===== src/rtl/scaler_cmd_ctrl_pkg.sv =====
// Shared definitions for the scaler command controller.
// Holds the default clamp/step/reset values for the scaler ratio and the
// hold-to-repeat button FSM state encoding.
package scaler_cmd_ctrl_pkg;

  localparam int unsigned ScaleMinDef  = 110;
  localparam int unsigned ScaleMaxDef  = 400;
  localparam int unsigned ScaleStepDef = 10;
  localparam int unsigned ScaleRstDef  = 110;

  typedef enum logic [1:0] {
    StIdle   = 2'd0,
    StHold   = 2'd1,
    StRepeat = 2'd2
  } btn_state_e;

endpackage


===== src/rtl/scaler_cmd_ctrl_btn_repeat.sv =====
// Button front-end with hold-to-repeat.
// Synchronises an asynchronous button level (d1,d2 plus a d3 edge stage) and
// emits single-cycle step pulses: one on press, one after HOLD_CYC cycles of
// holding, then one every REPEAT_CYC cycles while still held.
// Ports:
//   i_Sys_clk     system clock
//   i_Rst_n       synchronous active-low reset
//   i_Btn         asynchronous button level, high = pressed
//   i_Force_idle  hold the FSM in idle and suppress steps
//   o_Step        1-cycle step request
//   o_Level       synchronised button level (d2)
module scaler_cmd_ctrl_btn_repeat
  import scaler_cmd_ctrl_pkg::*;
#(
  parameter int unsigned HOLD_CYC   = 50_000_000,
  parameter int unsigned REPEAT_CYC = 10_000_000
) (
  input  logic i_Sys_clk,
  input  logic i_Rst_n,
  input  logic i_Btn,
  input  logic i_Force_idle,
  output logic o_Step,
  output logic o_Level
);

  logic        d1_q, d2_q, d3_q;
  logic        rise;
  btn_state_e  state_q, state_d;
  logic [31:0] cnt_q, cnt_d;

  always_ff @(posedge i_Sys_clk) begin
    if (!i_Rst_n) begin
      d1_q    <= 1'b0;
      d2_q    <= 1'b0;
      d3_q    <= 1'b0;
      state_q <= StIdle;
      cnt_q   <= '0;
    end else begin
      d1_q    <= i_Btn;
      d2_q    <= d1_q;
      d3_q    <= d2_q;
      state_q <= state_d;
      cnt_q   <= cnt_d;
    end
  end

  assign rise    = d2_q & ~d3_q;
  assign o_Level = d2_q;

  always_comb begin
    state_d = state_q;
    cnt_d   = cnt_q;
    o_Step  = 1'b0;
    // Release, or both buttons down, always returns to idle. Idle only leaves on
    // a fresh rising edge, so a button still held after a forced idle stays quiet.
    if (i_Force_idle || !d2_q) begin
      state_d = StIdle;
      cnt_d   = '0;
    end else begin
      case (state_q)
        StIdle: begin
          if (rise) begin
            state_d = StHold;
            cnt_d   = '0;
            o_Step  = 1'b1;
          end
        end
        StHold: begin
          if (cnt_q == HOLD_CYC - 1) begin
            state_d = StRepeat;
            cnt_d   = '0;
            o_Step  = 1'b1;
          end else begin
            cnt_d = cnt_q + 32'd1;
          end
        end
        StRepeat: begin
          if (cnt_q == REPEAT_CYC - 1) begin
            cnt_d  = '0;
            o_Step = 1'b1;
          end else begin
            cnt_d = cnt_q + 32'd1;
          end
        end
        default: begin
          state_d = StIdle;
          cnt_d   = '0;
        end
      endcase
    end
  end

endmodule


===== src/rtl/scaler_cmd_ctrl.sv =====
// Scaler ratio command controller.
// Arbitrates front-panel up/down buttons and a host absolute-set request into
// a clamped staged target, and commits that target to the datapath only on a
// frame-sync rising edge.
// Ports:
//   i_Sys_clk        system clock
//   i_Rst_n          synchronous active-low reset
//   i_External_sync  async frame sync, rising edge commits the target
//   i_Btn_up         async up button, high = pressed
//   i_Btn_down       async down button, high = pressed
//   i_Host_valid     host set request
//   i_Host_scaler    host requested value
//   o_Host_ready     host request accepted when valid & ready
//   o_Host_err       1-cycle pulse: accepted host value was clamped
//   o_Cmd_scaler     committed scaler value
//   o_Pending        staged target differs from o_Cmd_scaler (registered)
//   o_Update_pulse   1-cycle pulse when a commit changed o_Cmd_scaler
module scaler_cmd_ctrl
  import scaler_cmd_ctrl_pkg::*;
#(
  parameter int unsigned W          = 12,
  parameter int unsigned SCALE_MIN  = ScaleMinDef,
  parameter int unsigned SCALE_MAX  = ScaleMaxDef,
  parameter int unsigned SCALE_STEP = ScaleStepDef,
  parameter int unsigned SCALE_RST  = ScaleRstDef,
  parameter int unsigned HOLD_CYC   = 50_000_000,
  parameter int unsigned REPEAT_CYC = 10_000_000
) (
  input  logic         i_Sys_clk,
  input  logic         i_Rst_n,
  input  logic         i_External_sync,
  input  logic         i_Btn_up,
  input  logic         i_Btn_down,
  input  logic         i_Host_valid,
  input  logic [W-1:0] i_Host_scaler,
  output logic         o_Host_ready,
  output logic         o_Host_err,
  output logic [W-1:0] o_Cmd_scaler,
  output logic         o_Pending,
  output logic         o_Update_pulse
);

  localparam logic [W-1:0] MinV  = SCALE_MIN[W-1:0];
  localparam logic [W-1:0] MaxV  = SCALE_MAX[W-1:0];
  localparam logic [W-1:0] StepV = SCALE_STEP[W-1:0];
  localparam logic [W-1:0] RstV  = SCALE_RST[W-1:0];
  localparam logic [W:0]   MinX  = SCALE_MIN[W:0];
  localparam logic [W:0]   MaxX  = SCALE_MAX[W:0];
  localparam logic [W:0]   StepX = SCALE_STEP[W:0];

  logic         up_step, dn_step, up_level, dn_level, both_held;
  logic         s1_q, s2_q, s3_q, commit;
  logic [W-1:0] target_q, target_d, cmd_q, cmd_d;
  logic         ready_q, ready_d, busy_q, busy_d;
  logic         err_q, err_d, pending_q, pending_d, upd_q, upd_d;
  logic         accept, clamped;
  logic [W:0]   tgt_x, host_x, up_sum;
  logic [W-1:0] up_val, dn_val, host_val;

  assign both_held = up_level & dn_level;

  scaler_cmd_ctrl_btn_repeat #(
    .HOLD_CYC   (HOLD_CYC),
    .REPEAT_CYC (REPEAT_CYC)
  ) u_btn_up (
    .i_Sys_clk    (i_Sys_clk),
    .i_Rst_n      (i_Rst_n),
    .i_Btn        (i_Btn_up),
    .i_Force_idle (both_held),
    .o_Step       (up_step),
    .o_Level      (up_level)
  );

  scaler_cmd_ctrl_btn_repeat #(
    .HOLD_CYC   (HOLD_CYC),
    .REPEAT_CYC (REPEAT_CYC)
  ) u_btn_dn (
    .i_Sys_clk    (i_Sys_clk),
    .i_Rst_n      (i_Rst_n),
    .i_Btn        (i_Btn_down),
    .i_Force_idle (both_held),
    .o_Step       (dn_step),
    .o_Level      (dn_level)
  );

  always_ff @(posedge i_Sys_clk) begin
    if (!i_Rst_n) begin
      s1_q      <= 1'b0;
      s2_q      <= 1'b0;
      s3_q      <= 1'b0;
      target_q  <= RstV;
      cmd_q     <= RstV;
      ready_q   <= 1'b0;
      busy_q    <= 1'b0;
      err_q     <= 1'b0;
      pending_q <= 1'b0;
      upd_q     <= 1'b0;
    end else begin
      s1_q      <= i_External_sync;
      s2_q      <= s1_q;
      s3_q      <= s2_q;
      target_q  <= target_d;
      cmd_q     <= cmd_d;
      ready_q   <= ready_d;
      busy_q    <= busy_d;
      err_q     <= err_d;
      pending_q <= pending_d;
      upd_q     <= upd_d;
    end
  end

  assign commit = s2_q & ~s3_q;

  // Saturating step arithmetic, widened by one bit so the up-sum cannot wrap.
  always_comb begin
    tgt_x  = {1'b0, target_q};
    up_sum = tgt_x + StepX;
    up_val = (up_sum > MaxX) ? MaxV : up_sum[W-1:0];
    dn_val = (tgt_x < MinX + StepX) ? MinV : (target_q - StepV);
  end

  always_comb begin
    host_x   = {1'b0, i_Host_scaler};
    host_val = i_Host_scaler;
    clamped  = 1'b0;
    if (host_x < MinX) begin
      host_val = MinV;
      clamped  = 1'b1;
    end else if (host_x > MaxX) begin
      host_val = MaxV;
      clamped  = 1'b1;
    end
  end

  always_comb begin
    accept   = i_Host_valid & ready_q;
    target_d = target_q;
    // Host wins a same-cycle collision; the button step is dropped. Buttons are
    // also ignored while a host command is outstanding for this frame.
    if (accept) begin
      target_d = host_val;
    end else if (ready_q && up_step && !dn_step) begin
      target_d = up_val;
    end else if (ready_q && dn_step && !up_step) begin
      target_d = dn_val;
    end

    // One host command per frame: ready drops on accept and returns the cycle
    // after the next commit.
    busy_d    = accept | (busy_q & ~commit);
    ready_d   = ~busy_d;
    err_d     = accept & clamped;

    // Commit samples the registered target, so an update landing in the commit
    // cycle stays pending for the next frame.
    cmd_d     = commit ? target_q : cmd_q;
    upd_d     = commit & (target_q != cmd_q);
    pending_d = (target_q != cmd_q);
  end

  assign o_Host_ready   = ready_q;
  assign o_Host_err     = err_q;
  assign o_Cmd_scaler   = cmd_q;
  assign o_Pending      = pending_q;
  assign o_Update_pulse = upd_q;

endmodule

===== config.mk =====
export PLATFORM = sky130hd
export DESIGN_NAME = scaler_cmd_ctrl
export DESIGN_NICKNAME = d
export VERILOG_FILES = /design/src/rtl/scaler_cmd_ctrl_pkg.sv /design/src/rtl/scaler_cmd_ctrl_btn_repeat.sv /design/src/rtl/scaler_cmd_ctrl.sv
export SDC_FILE = /design/constraint.sdc
export NUM_CORES = 1
export LEC_CHECK = 0
export ABC_AREA = 0
export CAP_MARGIN = 20
export CORE_UTILIZATION = 50
export DETAILED_ROUTE_END_ITERATION = 8
export PLACE_DENSITY_LB_ADDON = 0.12
export SYNTH_ARGS = -nofsm -noshare
export SYNTH_HDL_FRONTEND = slang
export SYNTH_SLANG_ARGS = --single-unit

===== constraint.sdc =====
create_clock -name i_Sys_clk -period 2.1 [get_ports i_Sys_clk]
set_input_delay 0.315 -clock i_Sys_clk [delete_from_list [all_inputs] [get_ports i_Sys_clk]]
set_output_delay 0.315 -clock i_Sys_clk [all_outputs]
set_load 0.1 [all_outputs]

After elaboration in Yosys (flattened, before gate mapping). Index checks and enable logic that the tools add are counted.

Register bits after elaboration: 106. Bits in latches: 0. Memory bits (writable): 0. ROM bits: 0. Input port bits: 18. Output and inout bits: 16. Memories kept: 0.

Add/sub/neg operators: 4. $mul: 0. Div/mod/pow operators: 0. Magnitude comparators: 4. Eq/ne operators: 13. Shift operators: 0. Mux-type cells: 33. Bitwise logic cells: 17. Reduce and logical (&&, ||, !) cells: 17.

Operators with widths (number): two-way mux 32 bit (6); one-hot mux 32 bit (3 select lines) (2); two-way mux 12 bit (7); adder 32 x 1 -> 32 bit, second input constant (2); equality test 32 x 24 -> 1 bit, second input constant (2); equality test 32 x 26 -> 1 bit, second input constant (2); less-than comparator 12 x 7 -> 1 bit, second input constant (2); adder 12 x 4 -> 13 bit, second input constant (1); greater-than comparator 13 x 9 -> 1 bit, second input constant (1); greater-than comparator 12 x 9 -> 1 bit, second input constant (1); != test 12 bit (1); one-hot mux 2 bit (3 select lines) (2); subtractor 12 x 4 -> 12 bit, second input constant (1); two-way mux 1 bit (10); bitwise AND 1 bit (8); two-way mux 2 bit (4); != test 2 x 1 -> 1 bit, second input constant (4); inverter 1 bit (8); one-hot mux 1 bit (3 select lines) (2); AND reduction 3 bit (2); equality test 2 x 1 -> 1 bit, second input constant (2); equality test 2 bit, second input constant (2); logical AND 1 bit (4); zero test 1 bit (4); other kinds (5) (8).

Longest topological paths before layout. Gate-level depths: netlist (run 1).

Word-level depth: 10. Depth in mapped cells: 10.

Modules after synthesis. A second synthesis (run 1) with hierarchy kept.

Cells, all modules: 851. Area total of the unflattened synthesis: 6610.1 µm².

By module, submodules not included: scaler_cmd_ctrl_btn_repeat (instances 2, cells each 292, area an instance 2248.4 µm²); scaler_cmd_ctrl (instances 1, cells each 267, area an instance 2113.3 µm²).

Worst setup path after synthesis (run 1). OpenSTA, ideal clock, no wires.

Path type: reg2reg. Start point: reg ready_q, in the netlist o_Host_ready. End point: reg target_q[4]. Setup time: 115 ps. Arrival time: 2282 ps. Data required time: 1985 ps. Setup slack: -296 ps. Stages on the path, launching flop included: 6. Buffers on the path: 1. Clock period less this slack: 2396 ps. Path through: dfxtp_1 > or4bb_1 > o21a_4 > buf_6 > a22o_1 > o21a_1.

Cells in the longest elaborated chain, start to end: 4.

RTL lines: start, declared (RTL line scaler_cmd_ctrl.sv:54) `logic ready_q, ready_d, busy_q, busy_d;`; start signal, assigned (RTL line scaler_cmd_ctrl.sv:104) `ready_q <= ready_d;`; logical AND 1 bit (2 in a row) (RTL line scaler_cmd_ctrl.sv:142) `end else if (ready_q && up_step && !dn_step) begin`; two-way mux 12 bit (RTL line scaler_cmd_ctrl.sv:142); two-way mux 12 bit (RTL line scaler_cmd_ctrl.sv:140) `if (accept) begin`; end signal, assigned (RTL line scaler_cmd_ctrl.sv:91) `target_q <= RstV;`; end signal, assigned (RTL line scaler_cmd_ctrl.sv:102) `target_q <= target_d;`; end, declared (RTL line scaler_cmd_ctrl.sv:53) `logic [W-1:0] target_q, target_d, cmd_q, cmd_d;`.

Parallel ways exist; a longest one is shown, timed or not. A chain may end at the register's enable or synchronous reset.

Worst setup path in the final report (run 1).
Start point: reg u_btn_up.cnt_q[28]. End point: reg target_q[8].

Cells in the longest elaborated chain, start to end: 8.

RTL lines: start, declared (RTL line scaler_cmd_ctrl_btn_repeat.sv:29) `logic [31:0] cnt_q, cnt_d;`; start signal, assigned (RTL line scaler_cmd_ctrl_btn_repeat.sv:43) `cnt_q <= cnt_d;`; equality test 32 x 24 -> 1 bit / equality test 32 x 26 -> 1 bit (equally long branches) (RTL line scaler_cmd_ctrl_btn_repeat.sv:78, scaler_cmd_ctrl_btn_repeat.sv:69); two-way mux 1 bit, on equally long branches (RTL line scaler_cmd_ctrl_btn_repeat.sv:78, scaler_cmd_ctrl_btn_repeat.sv:69); one-hot mux 1 bit (3 select lines) * (RTL line scaler_cmd_ctrl_btn_repeat.sv:60) `case (state_q)`; two-way mux 1 bit * (RTL line scaler_cmd_ctrl_btn_repeat.sv:56) `if (i_Force_idle || !d2_q) begin`; logical AND 1 bit (2 in a row) (RTL line scaler_cmd_ctrl.sv:142); two-way mux 12 bit (RTL line scaler_cmd_ctrl.sv:142); two-way mux 12 bit (RTL line scaler_cmd_ctrl.sv:140).

Every way passes the cells marked *; elsewhere a longest branch is shown, timed or not.

==> metrics.txt, run 1 <==
status finished, violations left; violated checks negative setup slack; Comb power frac 13.9%; CTS tree built; grt ovf 0; CP Launch Type register; Clock power frac about two fifths; Worst Hold Path EP u_btn_dn.o_Level$_SDFF_PN0_; CP Class register to register; H-tree levels 3; reg2reg end target_q[8]$_SDFFE_PN0P_; Hold Path Depth 1; routed wire length about 17 mm; asr flop ratio synth 0%; peak fanout along the critical path 6; Die ar. between 10000 and 15000 sq um; max cap viols 0; dpl cells between 900 and 1000; Final Cycle Share 113.6%; Int Power between 3 and 4 mW; Diodes inserted 0; cell count along the critical path 7; reg-to-reg slack, setup -290 ps; Leak Pwr 2.888 nW; DR DRC count 0; worst hold path type register to register; GPL Wtd Cong about 0.9; hold_sp u_btn_dn.d1_q$_SDFF_PN0_; port bufs 33; pwr/cell area roughly 550 nW/um^2; synthesized net count 721; Power, Total roughly 4.4 mW; Slew Limit Fails 0; row count 38; Hold-fix buffers, CTS 0; initial drt markers around 290; Initial Util between 50 and 60%; Die Height around 110 um; GR Util All Layers 28.89%; f_max between 400 and 500 MHz; Cell Count, Final, Fillers Out about 970; ratio of cells with drive above 1 in the final layout roughly a third; core area roughly 11000 sq um; Req. time, crit path between 2000 and 2500 ps; critical path arrival roughly 2700 ps; I/O pin count 34; vias in the first global route around 5700; Synth Area per Inst 8.208 sq um; Worst setup EP type register; Worst-Margin Slew around 770 ps; first drt pass iteration count 5; RSZ-0062 raised after global routing yes; Slowest-stage cell, CP or4b_4; vias per cell 5.785; CTS root buf clkbuf_16; CTS max path bufs 2; final-stage net count roughly 850; Post-synth EDFFs 0; min Tclk post-route 2386 ps; Layout area overhead 39.58%; YS warnings 0; TritonCTS buffer count 9; Clock transition at path regs ~70 ps; chip width ~110 um; register area share after synthesis between 30% and 40%; Peak VDD IR ~0.00067 V; RR Startpoint u_btn_up.cnt_q[28]$_SDFFE_PP0P_; total number of vias 5600; final hold violations 0; Mapped Cells ~700; initial antenna violation count 0; worst setup margin -286.2 ps; slowest stage delay, CP 550 ps; final setup fails 63; first-pass GRT wire length roughly 27 mm; Reg power frac roughly 48%; Final Util between 70% and 80%; CP Cell Sequence or4b_4 > nor4_4 > o211ai_2 > a21oi_4 > mux2_4 > a211oi_2 > o31a_1; Synth cell types 74; Mapped Area 5672 sq um; net switching power 1.140 mW; DRT antenna net count 0; Worst slew margin 48.81%; FF-to-FF path depth 7; switching share of power between 20% and 30%; family with the most delay on the worst path simple AND/OR/NAND/NOR gates; DR WL/cell 17.11 um; hold slack roughly 430 ps; number of synthesized register bits ~110; hpwl dp about 11 mm; largest net degree at the start of global routing 21; clk sinks 106; Crit path buffers/inverters 0; Worst Skew around 11 ps; Main synth FF type dfxtp_1; clock latency on the worst-skew pair 350 ps
## registers in the layout, indices dropped and copies added, names as in the netlist
register,count
u_btn_dn.cnt_q,32
u_btn_up.cnt_q,32
o_Cmd_scaler,12
target_q,12
u_btn_dn.state_q,2
u_btn_up.state_q,2
busy_q,1
o_Host_err,1
o_Host_ready,1
o_Pending,1
o_Update_pulse,1
s1_q,1
s2_q,1
s3_q,1
u_btn_dn.d1_q,1
u_btn_dn.d3_q,1
u_btn_dn.o_Level,1
u_btn_up.d1_q,1
u_btn_up.d3_q,1
u_btn_up.o_Level,1
## worst max-delay path by stage
| stage | slack (ps) | end | startpoint |
|---|---|---|---|
| global route | -400 | target_q[1]$_SDFFE_PN1P_ | u_btn_up.cnt_q[28]$_SDFFE_PP0P_ |
| CTS | -270 | target_q[8]$_SDFFE_PN0P_ | u_btn_up.cnt_q[8]$_SDFFE_PP0P_ |
| detailed placement | -320 | target_q[1]$_SDFFE_PN1P_ | u_btn_up.cnt_q[24]$_SDFFE_PP0P_ |
| global placement | -280 | target_q[8]$_SDFFE_PN0P_ | u_btn_up.cnt_q[24]$_SDFFE_PP0P_ |
| finish | -290 | target_q[8]$_SDFFE_PN0P_ | u_btn_up.cnt_q[28]$_SDFFE_PP0P_ |
| floorplan | -200 | target_q[4]$_SDFFE_PN0P_ | u_btn_up.cnt_q[11]$_SDFFE_PP0P_ |
## cell usage after synthesis, types with 4 or more instances
| library cell | n | area [sq um] |
|---|---|---|
| a31oi_1 | 4 | 25.02 |
| a21oi_1 | 36 | 180.2 |
| dfxtp_1 | 106 | 2122 |
| nor4_1 | 11 | 68.82 |
| ha_1 | 12 | 150.1 |
| a21boi_0 | 7 | 52.55 |
| o21ai_0 | 23 | 115.1 |
| nor3_1 | 10 | 50.05 |
| or3_1 | 8 | 50.05 |
| nand3_1 | 23 | 115.1 |
| o211ai_1 | 8 | 60.06 |
| xor2_1 | 28 | 245.2 |
| or4_1 | 5 | 37.54 |
| nor2b_1 | 7 | 43.79 |
| and4_1 | 6 | 52.55 |
| nor2_1 | 89 | 334.1 |
| and2_1 | 18 | 112.6 |
| xnor2_1 | 41 | 359.1 |
| nor4_2 | 4 | 50.05 |
| nand2b_1 | 8 | 50.05 |
| nor3b_1 | 4 | 30.03 |
| inv_1 | 24 | 90.09 |
| and3_1 | 18 | 112.6 |
| buf_2 | 7 | 35.03 |
| nand3b_1 | 5 | 37.54 |
| clkbuf_1 | 19 | 71.32 |
| nand2_1 | 71 | 266.5 |
| nand4_1 | 18 | 112.6 |
## final cells by class
type | instances | area, sq um
Sequential cell | 106 | 2146
Timing Repair Buffer | 147 | 1280
Clock buffer | 13 | 281.5
Multi-Input combinational cell | 535 | 3924
Clock inverter | 3 | 20.02
Inverter | 24 | 90.09
Fill cell | 808 | 3019
Tap cell | 140 | 175.2
## cells by family after synthesis
family / Yosys count / share of synthesized area, %
compound gates: 126 / 14.80
xor+xnor: 69 / 10.66
fa+ha+maj: 12 / 2.647
buf+inv: 52 / 3.728
flops: 106 / 37.41
mux: 3 / 0.6397
simple gates: 323 / 30.11
## routing by layer
layer | track usage [%] | share of wire (%) | vias to the layer above
li1 | - | - | 2704
met1 | 34.38 | 41 | 2688
met2 | 50.23 | 52 | 163
met3 | 4.822 | 4.2 | 45
met4 | 13.90 | 2.8 | 0
met5 | 0 | 0 | -
## stage by stage
step / instance area [sq um] / setup WS [ps] / setup TNS (ps)
2_1_floorplan: 5751 / -199.7 / -991.7
3_3_place_gp: 6830 / -277.1 / -5440
3_5_place_dp: 6830 / -324.7 / -8088
4_1_cts: 7657 / -271.6 / -11560
5_1_grt: 7916 / -396.5 / -16880
6_report: 7916 / -286.2 / -12290
## cell usage in the layout, fill, tap and decap left out, types with 8 or more instances in the layout
cell and instances:
a21oi_1 23, dfxtp_2 10, a21oi_2 14, ha_1 10, xor2_1 28, nand2b_1 8, and3_1 17, nand4_1 18
nor2_1 52, inv_1 24, buf_4 115, clkbuf_16 10, nand3_1 21, o21ai_0 18, nor2_4 19, buf_12 8
nand2_1 70, xnor2_1 40, clkdlybuf4s50_1 17, dfxtp_1 93, and2_1 17, nor2_2 18, o211ai_1 8, or3_1 8
## power groups by stage
stage / combinational [mW] / sequential, mW / clock (mW)
4_1_cts: 0.587 / 2.07 / 1.72
5_1_grt: 0.644 / 2.07 / 1.81
3_3_place_gp: 0.522 / 2.12 / 0
6_report: 0.605 / 2.07 / 1.69
2_1_floorplan: 0.261 / 2.20 / 0
3_5_place_dp: 0.532 / 2.12 / 0
## timing repair
item	CTS	global route
pin swaps	43	47
endpoints found under the hold margin	0	0
gates cloned	7	0
gates resized for setup	63	96
buffers inserted	11	9
setup endpoints to repair	77	80
Power figures use the tool's default switching activity.
==> run 2, diff against run 1 <==
--- a/config.mk
+++ b/config.mk
@@ -7,6 +7,7 @@
 export LEC_CHECK = 0
 export ABC_AREA = 0
 export CAP_MARGIN = 20
+export CORE_ASPECT_RATIO = 1.1
 export CORE_UTILIZATION = 50
 export DETAILED_ROUTE_END_ITERATION = 8
 export PLACE_DENSITY_LB_ADDON = 0.12
==> run 2 against run 1 <==
Compared with the run above:
- the run still ends with negative setup slack left
- clock skew fell by 5.5 ps
- sequential share of layout area shrank 0.35 points
- critical path depth rose by 3
- worst hold slack barely moved
- highest routed layer unchanged
- clock power shrank 4%
- total power fell by 1.9%
- sequential power hardly changed
==> metrics.txt, run 2 (same netlist as run 1, synthesis figures left out) <==
hold slack 432.0 ps (-0.3700 ps); pwr/cell area 534.8 nW/um^2 (-3.0%); clock latency on the worst-skew pair 360 ps (about the same); vias in the first global route 5484 (-3.4%); DRT antenna net count 0 (unchanged); Power, Total 4.284 mW (-1.9%); core area 10960 sq um (+0.23%); Hold-fix buffers, CTS 0 (unchanged); min Tclk post-route 2444 ps (+57.89 ps); Worst Skew 5.541 ps (-5.451 ps); TritonCTS buffer count 9 (unchanged); CP Launch Type register; violated checks negative setup slack; Die ar. 11770 sq um (about the same); GR Util All Layers 26.92% (-2.0 points); RSZ-0062 raised after global routing yes; most frequent cells in the layout 124 x buf_4, 95 x dfxtp_1, 68 x nand2_1, 45 x nor2_1, 41 x xnor2_1; critical path arrival 2680 ps (about the same); port bufs 33 (unchanged); CTS tree built; CTS root buf clkbuf_16; Slowest-stage cell, CP or4_4; Diodes inserted 0 (unchanged); status finished, violations left; GPL Wtd Cong 0.8595 (-6.4%); Worst slew margin 54.67% (+5.9 points); hpwl dp 10.83 mm (+0.54%); CTS max path bufs 2 (unchanged); Die Height 113.7 um (+4.8%); crit-path most repeated cell buf_4; final setup fails 65 (+3.2%); total area of sequential cells 2143 sq um (-0.12%); I/O pin count 34 (unchanged); initial drt markers 274 (-5.2%); routed wire length 16.07 mm (-3.0%); Clock transition at path regs 70 ps (about the same); Peak VDD IR 0.0003494 V (-48%); most common cell after layout, fill and taps aside buf_4; CP Cell Sequence or4_4 > nor4_4 > o211ai_2 > a21oi_4 > buf_4 > buf_4 > nand2_2 > buf_6 > o221ai_2 > o211ai_1; Placed Area 6919 sq um (+1.3%); worst setup margin -344.1 ps (-57.89 ps); Slew Limit Fails 0 (unchanged); DR WL/cell 16.28 um (-4.8%); H-tree levels 3 (unchanged); worst hold path type register to register; chip width 103.6 um (-4.6%); grt ovf 0 (unchanged); peak fanout along the critical path 3 (-3); Final Cell Area 8010 sq um (+1.2%); top flop regs u_btn_dn.cnt_q x32, u_btn_up.cnt_q x32; initial antenna violation count 0 (unchanged); fillcell total 819 (+1.4%); vias per cell 5.692 (-1.6%); Worst setup EP type register; Req. time, crit path 2340 ps (-50 ps); Layout area overhead 41.23%; max cap viols 0 (unchanged); Hold Path Depth 1 (unchanged); clk sinks 106 (unchanged); slowest stage delay, CP 530 ps (-20 ps); row count 40 (+5.3%); pre-CTS WS -317.0 ps (+7.777 ps); CP Class register to register; final hold violations 0 (unchanged); Worst-Margin Slew 679.9 ps (-87.96 ps); total number of vias 5618 (+0.32%); largest net degree at the start of global routing 20 (-4.8%); Leak Pwr 2.922 nW (+1.2%); area occupied by multi-input gates 3900 sq um (-0.61%); Final Cycle Share 116.4% (+2.8 points); f_max 409.1 MHz (-2.4%); final-stage net count 865 (+1.4%); DR DRC count 0 (unchanged); first-pass GRT wire length 25.66 mm (-3.9%); FF-to-FF path depth 10 (+3); Initial Util 51.75% (-0.12 points); first drt pass iteration count 5 (unchanged); ratio of cells with drive above 1 in the final layout 32.98% (+0.49 points)
-- run 2: cell types whose count changed in the layout (fill, tap and decap cells not counted), sizes merged --
| cell | previous run | this run |
|---|---|---|
| buf | 130 | 142 |
| clkinv | 1 | 4 |
| o21a | 4 | 2 |
| clkbuf | 13 | 12 |
| clkinvlp | 2 | 1 |
| inv | 24 | 25 |
-- run 2: layout make-up --
class,instances,share of cell area [%]
clock buffers,10,2.983
clock inverters,6,0.5155
inverters,24,1.125
multi-input cells,533,48.69
flip-flops and latches,106,26.76
well taps,147,2.296
repair buffers,161,17.64
-- run 2: metal layers --
layer / up-vias / share of wire [%] / wire [um] / GRT usage (%)
li1: 2726 / - / - / -
met1: 2711 / 41 / 6605 / 31.06
met2: 148 / 52 / 8381 / 49.57
met3: 33 / 3.8 / 617 / 3.657
met4: 0 / 2.9 / 467 / 12.37
met5: - / 0 / 0 / 0
-- run 2: worst paths after layout --
check,slack (ps),endpoint,from
worst max-delay path,-340,target_q[1]$_SDFFE_PN1P_,u_btn_up.cnt_q[8]$_SDFFE_PP0P_
worst min-delay path,430,u_btn_dn.o_Level$_SDFF_PN0_,u_btn_dn.d1_q$_SDFF_PN0_
worst max register to register,-340,target_q[1]$_SDFFE_PN1P_,u_btn_up.cnt_q[8]$_SDFFE_PP0P_
worst min register to register,430,u_btn_dn.o_Level$_SDFF_PN0_,u_btn_dn.d1_q$_SDFF_PN0_
-- run 2: metrics by stage --
step / instances / util (%) / TNS [ps]
5_1_grt: 987 / 73.08 / -19230
4_1_cts: 978 / 68.76 / -10240
3_3_place_gp: 949 / 63.13 / -6020
3_5_place_dp: 949 / 63.13 / -8473
6_report: 987 / 73.08 / -14020
2_1_floorplan: 691 / - / -991.7
-- run 2: critical path, delay by kind of cell, from the launching register on --
family	cells	cell delay (ps)
compound gates	4	660
buf+inv	3	370
flops	1	320
simple gates	3	970
-- run 2: timing repair --
item                       CTS  global route
cloned                       4             2
pin swaps                   23            50
resized for setup           48            97
buffers inserted            10            11
setup endpoints to repair   77            80
-- run 2: power breakdown --
part           total, mW  switching, mW  internal [mW]
clock network       1.62          0.781          0.838
logic              0.593          0.350          0.243
registers           2.07         0.0306           2.04
